<file path="config.mk">
export PLATFORM = sky130hd
export DESIGN_NAME = crc16_dual_port
export DESIGN_NICKNAME = d
export VERILOG_FILES = /design/src/rtl/crc16_dual_port.sv
export SDC_FILE = /design/constraint.sdc
export NUM_CORES = 1
export LEC_CHECK = 0
export BUFFER_PORTS_ARGS = -buffer_cell sky130_fd_sc_hd__buf_2
export CAP_MARGIN = 15
export CORE_MARGIN = 2
export CORE_UTILIZATION = 48
export CTS_BUF_LIST = sky130_fd_sc_hd__clkbuf_4 sky130_fd_sc_hd__clkbuf_8 sky130_fd_sc_hd__clkbuf_16
export CTS_CLUSTER_DIAMETER = 120
export DETAILED_ROUTE_END_ITERATION = 7
export GPL_TIMING_DRIVEN = 0
export PLACE_DENSITY = 0.79
export SLEW_MARGIN = 20
export SYNTH_ARGS = -nofsm -noshare
export SYNTH_HDL_FRONTEND = slang
export SYNTH_SLANG_ARGS = --single-unit
</file>
<file path="constraint.sdc">
create_clock -name clk -period 1.6 [get_ports clk]
set_input_delay 0.48 -clock clk [delete_from_list [all_inputs] [get_ports clk]]
set_output_delay 0.48 -clock clk [all_outputs]
set_load 0.1 [all_outputs]
</file>
<file path="src/rtl/crc16_dual_port.sv">
// -----------------------------------------------------------------------------
// crc16_dual_port
//
// Bit-serial CRC-16/CCITT-FALSE engine shared by two clients: the seal register
// (SEAL port) and the CPU CRC peripheral (CPU port). Each port owns its own
// 16-bit CRC state and a one-byte holding slot. A single 8-cycle shift datapath
// is time-shared between the ports one whole byte at a time, so traffic on one
// port never disturbs the running CRC of the other.
//
// Ports
//   clk          in   system clock
//   rst_n        in   asynchronous active-low reset
//   seal_byte    in   [7:0]  data byte from the seal register
//   seal_feed    in   pulse: enqueue seal_byte
//   seal_init    in   pulse: seal CRC state <= INIT
//   seal_busy    out  seal port not ready / seal_value not final
//   seal_value   out  [15:0] seal CRC state
//   cpu_byte     in   [7:0]  data byte from CPU peripheral write
//   cpu_feed     in   pulse: enqueue cpu_byte
//   cpu_init     in   pulse: CPU CRC state <= INIT, clears cpu_overrun
//   cpu_busy     out  CPU port not ready / cpu_value not final
//   cpu_value    out  [15:0] CPU CRC state
//   cpu_overrun  out  sticky: a CPU feed was dropped because the port was busy
// -----------------------------------------------------------------------------
`timescale 1ns/1ps

module crc16_dual_port #(
   parameter logic [15:0] POLY = 16'h1021,
   parameter logic [15:0] INIT = 16'hFFFF
) (
   input  logic        clk,
   input  logic        rst_n,
   input  logic [7:0]  seal_byte,
   input  logic        seal_feed,
   input  logic        seal_init,
   output logic        seal_busy,
   output logic [15:0] seal_value,
   input  logic [7:0]  cpu_byte,
   input  logic        cpu_feed,
   input  logic        cpu_init,
   output logic        cpu_busy,
   output logic [15:0] cpu_value,
   output logic        cpu_overrun
);

   typedef enum logic {
      OWN_SEAL = 1'b0,
      OWN_CPU  = 1'b1
   } owner_t;

   // Per-port CRC state and holding slot
   logic [15:0] r_seal_state;
   logic [15:0] r_cpu_state;
   logic        r_seal_pend;
   logic        r_cpu_pend;
   logic [7:0]  r_seal_pbyte;
   logic [7:0]  r_cpu_pbyte;
   logic        r_cpu_overrun;

   // Shared shift datapath
   logic        r_active;
   owner_t      r_owner;
   logic [7:0]  r_sh;
   logic [2:0]  r_cnt;

   logic        w_seal_inflight;
   logic        w_cpu_inflight;
   logic        w_seal_accept;
   logic        w_cpu_accept;
   logic        w_cpu_drop;
   logic        w_seal_req;
   logic        w_cpu_req;
   logic        w_grant_seal;
   logic        w_grant_cpu;
   logic        w_abort;
   logic        w_last_bit;

   // One MSB-first CRC step: shift the state left by one, folding in the data bit.
   function automatic logic [15:0] crc_shift(input logic [15:0] st, input logic din);
      crc_shift = {st[14:0], 1'b0} ^ ((st[15] ^ din) ? POLY : 16'h0000);
   endfunction

   assign w_seal_inflight = r_active && (r_owner == OWN_SEAL);
   assign w_cpu_inflight  = r_active && (r_owner == OWN_CPU);

   // An init in the same cycle empties the slot and aborts any in-flight byte of
   // that port, so a simultaneous feed is always taken as the first byte of the
   // new CRC.
   assign w_seal_accept = seal_feed && (seal_init || (!r_seal_pend && !w_seal_inflight));
   assign w_cpu_accept  = cpu_feed  && (cpu_init  || (!r_cpu_pend  && !w_cpu_inflight));
   assign w_cpu_drop    = cpu_feed && !w_cpu_accept;

   // A pending byte that is being wiped by init this cycle must not be granted.
   assign w_seal_req   = r_seal_pend && !seal_init;
   assign w_cpu_req    = r_cpu_pend  && !cpu_init;
   assign w_grant_seal = !r_active && w_seal_req;
   assign w_grant_cpu  = !r_active && !w_seal_req && w_cpu_req;

   assign w_abort    = (w_seal_inflight && seal_init) || (w_cpu_inflight && cpu_init);
   assign w_last_bit = (r_cnt == 3'd7);

   // Control and CRC state
   always_ff @(posedge clk or negedge rst_n) begin
      if (!rst_n) begin
         r_seal_state  <= INIT;
         r_cpu_state   <= INIT;
         r_seal_pend   <= 1'b0;
         r_cpu_pend    <= 1'b0;
         r_cpu_overrun <= 1'b0;
         r_active      <= 1'b0;
         r_owner       <= OWN_SEAL;
         r_cnt         <= 3'd0;
      end else begin
         // Holding slots
         if (seal_init) begin
            r_seal_pend <= w_seal_accept;
         end else if (w_seal_accept) begin
            r_seal_pend <= 1'b1;
         end else if (w_grant_seal) begin
            r_seal_pend <= 1'b0;
         end

         if (cpu_init) begin
            r_cpu_pend <= w_cpu_accept;
         end else if (w_cpu_accept) begin
            r_cpu_pend <= 1'b1;
         end else if (w_grant_cpu) begin
            r_cpu_pend <= 1'b0;
         end

         if (cpu_init) begin
            r_cpu_overrun <= 1'b0;
         end else if (w_cpu_drop) begin
            r_cpu_overrun <= 1'b1;
         end

         // Arbitration happens only while idle, so the completing edge of one
         // byte is never also a grant edge.
         if (w_grant_seal || w_grant_cpu) begin
            r_active <= 1'b1;
            r_owner  <= w_grant_seal ? OWN_SEAL : OWN_CPU;
            r_cnt    <= 3'd0;
         end else if (r_active) begin
            if (w_abort || w_last_bit) begin
               r_active <= 1'b0;
            end
            r_cnt <= r_cnt + 3'd1;
         end

         // CRC states: init wins over the shift of an in-flight byte
         if (seal_init) begin
            r_seal_state <= INIT;
         end else if (w_seal_inflight) begin
            r_seal_state <= crc_shift(r_seal_state, r_sh[7]);
         end

         if (cpu_init) begin
            r_cpu_state <= INIT;
         end else if (w_cpu_inflight) begin
            r_cpu_state <= crc_shift(r_cpu_state, r_sh[7]);
         end
      end
   end

   // Byte datapath: contents are only meaningful while the matching flag is set
   always_ff @(posedge clk) begin
      if (w_seal_accept) begin
         r_seal_pbyte <= seal_byte;
      end
      if (w_cpu_accept) begin
         r_cpu_pbyte <= cpu_byte;
      end
      if (w_grant_seal) begin
         r_sh <= r_seal_pbyte;
      end else if (w_grant_cpu) begin
         r_sh <= r_cpu_pbyte;
      end else if (r_active) begin
         r_sh <= {r_sh[6:0], 1'b0};
      end
   end

   // Busy includes same-cycle feed/init: the seal register samples busy the
   // cycle right after it pulses feed.
   assign seal_busy   = seal_feed | seal_init | r_seal_pend | w_seal_inflight;
   assign cpu_busy    = cpu_feed  | cpu_init  | r_cpu_pend  | w_cpu_inflight;
   assign seal_value  = r_seal_state;
   assign cpu_value   = r_cpu_state;
   assign cpu_overrun = r_cpu_overrun;

endmodule

</file>
[Word-level counts from Yosys, hierarchy flattened]
Index checks and enable logic that the tools add are counted.
Widths: inputs -> output; s select.
Storage, ports and cells
  bits in registers: 64
  word-level logic and storage cells: 82
Cells by class
  $add $sub $neg: 1
  eq/ne operators: 1
  bitwise logic cells: 11
  reduce and logical (&&, ||, !) cells: 35
  muxes and demuxes: 23
Operator list (number)
  $mux 16: 4
  $xor 16x13->16: 2
  $mux 13: 2
  $mux 8: 3
  $logic_and 1x1->1: 14
  $mux 1: 12
  $logic_not 1->1: 9
  $reduce_bool 3->1: 3
  $reduce_bool 2->1: 4
  $mux 3: 2
  $or 1x1->1: 6
  $logic_or 1x1->1: 5
  $add 3x1->3 const B: 1
  $eq 3x3->1 const B: 1
  $xor 1x1->1: 2
  $not 1->1: 1

[Depth between registers and ports, before layout]
  depth in word-level cells: 9
  gate-level depth with buffers: 5

[Worst setup path after synthesis]
Ideal clock, no wire load.
  kind: input to output
  start point: input seal_init
  end point: output seal_busy
  arrival: 1.626 ns
  setup slack: -0.506 ns
  stages on the path: 3
  required time: 1.120 ns
  path through: clkbuf_1 o21bai_2 or3_1
Between the ends
  cells in the longest elaborated chain, start to end: 3
RTL lines
  from (decl): line 35  | input logic seal_init,
  $or 1x1->1 (3 in series): line 184  | assign seal_busy = seal_feed | seal_init | r_seal_pend | w_seal_inflight;
  to (decl): line 36  | output logic seal_busy,
Every way passes these cells.

[Final worst setup path]
  start point: register r_owner
  end point: output cpu_busy
Between the ends
  cells in the longest elaborated chain, start to end: 2
RTL lines
  from (decl): line 62  | owner_t r_owner;
  from (signal assigned): line 141  | r_owner <= w_grant_seal ? OWN_SEAL : OWN_CPU;
  $logic_and 1x1->1: line 84  | assign w_cpu_inflight = r_active && (r_owner == OWN_CPU);
  $or 1x1->1: line 185  | assign cpu_busy = cpu_feed | cpu_init | r_cpu_pend | w_cpu_inflight;
  to (decl): line 41  | output logic cpu_busy,
Every way passes these cells.

==> qor.yml <==
die_h_um: 78.1
layout.nets: 295
drv_cap: 0
die_area_mm2: 0.00610
max_freq_mhz: 480
yosysSeqAreaShare_pct: 66.9
critical-path-slowest-cell: "dfrtp_1"
drv_slew: 0
rsz0062_at_grt: "true"
synth.area.top_cells: "dfstp_2 32%, edfxtp_1 27%, o22a_1 11%, dfrtp_1 7.6%, a2bb2oi_1 2.0%"
placedCellCount: 308
fin_crit_ns: 2.08
setup_ws_ns: -0.484
avgSynthCellArea_um2: 14.5
async_reset_ff_share_pct: 62.5
synth.largest_area_cell: "dfstp_2"
fin_util_pct: 75.8
routed_via_density: 5.69
clk_pin_slew_ns: 0.07
start_kind: "flop"
tightest_slew_ns: 0.881
drtIter0Drc: 163
cp_data_arrival_time_ns: 1.60
cts_sinks: 64
grt.overflow.total: 0
clk_latency_ns: 0.34
synth_top_area_share_pct: 31.9
crit_chain: "buf_6 > a21o_4 > or3_4 > buf_12"
grt_util_all_layers_pct: 19.7
drcViolationCount: 0
fin_crit_sh_pct: 130
crit_type: "flop to output pin"
max_stage_delay_ns: 0.40
synth_area_mm2: 0.00264
antenna_found_initial: 0
hold_class: "primary input to async pin"
dr.pass1.iters: 4
diodes: 0
io_pins: 57
synth_flop_cell: "dfstp_2"
cp-end-kind: "output pin"
fillCellCount: 300
grt_max_degree: 41
area_growth_pct: 49.7
relSlewSlack_pct: 41.3
power_density_mw_per_mm2: 1550
synth_seq_cells: 64
post_drt_wl_per_cell_um: 19.4
vdd_drop_max_uv: 1350
violations: "setup timing"
synth.distinct_cells: 36
numCtsBuffers: 9
ys_warn_count: 0
globalplace.congestion: 0.812
skew_ns: 0.00643
initial_core_util_pct: 50.6
postRouteAntennaNets: 0
syn-instance-count: 182
wirelength_um: 6710
row_count: 26
grt_pass1_vias: 1826
grt_pass1_wl_um: 9250
outcome: "complete, but fails checks"
synth_edf_count: 24
fin_tns_setup_ns: -0.940
cts_root_buf: "clkbuf_8"
port_buffers: 56
core_area_mm2: 0.00520
final_cells: 346
dieWidth_um: 78.1
p_leak_nw: 1.60
holdBufCountCts: 0
cts_tree: "built"
synth_nets: 206
dp.final_hpwl_um: 3420
drive_gt1_share_pct: 56.9
critPathRequiredTime_ns: 1.12
via_count: 1968
clockBufferDepth: 2
power_mw: 6.12
setup_viol: 8
hold_viol: 0
worst-path-max-fanout: 4
h-tree-depth: 3
metal layers:
| layer | up-vias | wire length, um | track usage (%) |
|---|---|---|---|
| met5 | - | 0 | 0 |
| li1 | 889 | - | - |
| met1 | 994 | 2710 | 28.0 |
| met2 | 68 | 3600 | 30.3 |
| met4 | 0 | 133 | 5.26 |
| met3 | 17 | 272 | 5.17 |
cell families after synthesis:
family	after synthesis	synth area share [%]
DFF	64	66.9
AOI/OAI and AO/OA	63	19.1
and+or+nand+nor	31	7.64
buffers and inverters	16	3.42
xor gates and xnor gates	6	1.99
adders and majority gates	2	0.950
state kept, by name (all words and copies together) (netlist names):
signal,cells
seal_value,16
r_sh,8
r_seal_pend,1
cpu_overrun,1
r_seal_pbyte,8
r_owner,1
r_cpu_pend,1
cpu_value,16
r_active,1
r_cpu_pbyte,8
r_cnt,3
power by group:
part           internal (mW)  switching (mW)
registers               2.14           0.216
clock network          0.738           0.636
logic                  0.913            1.47
final timing paths:
check	from	to	slack, ns	cells past startpoint
worst min register to register	r_cnt[0]	r_cnt[0]	0.51	1
max in group asynchronous	rst_n	r_cnt[0]	0.79	1
worst min-delay path	rst_n	r_cpu_pend	0.27	1
worst max register to register	r_owner	r_seal_pend	-0.02	6
worst max-delay path	r_owner	cpu_busy	-0.48	4
min in group clk	cpu_byte[0]	r_cpu_pbyte[0]	0.32	1
critical path, delay by kind of cell, from the launching register on:
family	cells	cell delay [ns]
AO/OA/AOI/OAI	1	0.21
buffers and inverters	2	0.31
flip-flops	1	0.40
AND/OR/NAND/NOR	1	0.34
placed cells by master (no fill, tap or decap), types with 2 or more instances in the layout:
cell type	Yosys	layout
o31ai_2	0	2
nor3b_1	2	2
ha_1	2	2
clkinv_2	0	2
o21ai_0	3	3
nand2b_1	2	2
inv_4	0	2
buf_2	6	27
buf_6	2	4
dfrtp_1	8	8
buf_4	2	23
dfstp_2	32	32
o31ai_1	6	4
nand3_1	5	4
and3_4	1	3
buf_8	0	3
buf_12	0	31
a31oi_1	2	2
edfxtp_1	24	24
xor2_1	6	6
or3_4	0	2
o22a_1	32	32
nor2b_1	2	2
a21o_1	3	2
nor2_1	3	3
a21oi_1	6	6
clkbuf_8	0	12
a2bb2oi_1	6	6
or3b_2	6	6
nand2_1	3	3
cell usage after synthesis, types with 2 or more instances:
master	count
o22a_1	32
edfxtp_1	24
dfstp_2	32
a21oi_1	6
o21ai_0	3
ha_1	2
dfrtp_1	8
a21o_1	3
buf_2	6
buf_4	2
nand3_1	5
nand2b_1	2
a31oi_1	2
inv_1	2
or3_1	2
a2bb2oi_1	6
xor2_1	6
nand2_1	3
nor2_1	3
nor3b_1	2
or3b_2	6
buf_6	2
clkbuf_1	4
nor2b_1	2
o31ai_1	6
through the flow:
| step | cell area (um2) | hold WS, ns | setup slack (ns) |
|---|---|---|---|
| 2_1_floorplan | 2670 | 0.184 | -0.201 |
| 5_1_grt | 3940 | 0.299 | -0.518 |
| 3_3_place_gp | 3040 | 0.479 | -0.507 |
| 3_5_place_dp | 3040 | 0.493 | -0.515 |
| 4_1_cts | 3600 | 0.271 | -0.449 |
| 6_report | 3940 | 0.267 | -0.484 |
final cells by class:
cell class	instances	area [um2]	share of cell area [%]
flip-flops and latches	64	1760	44.7
plain buffers	12	93.8	2.38
well taps	70	87.6	2.22
repair buffers	79	951	24.1
inverters	2	11.3	0.286
multi-input cells	103	840	21.3
clock inverters	4	22.5	0.571
clock buffers	12	176	4.47
timing repair:
| action | 4_1_cts | 5_1_grt |
|---|---|---|
| pin swaps | 5 | 1 |
| hold endpoints to repair | 0 | 0 |
| gates resized for setup | 100 | 43 |
| endpoints found under the setup margin | 45 | 55 |
| buffers inserted | 4 | 19 |
| cloned | 0 | 1 |
No activity file was read; power rests on OpenSTA's default activity.
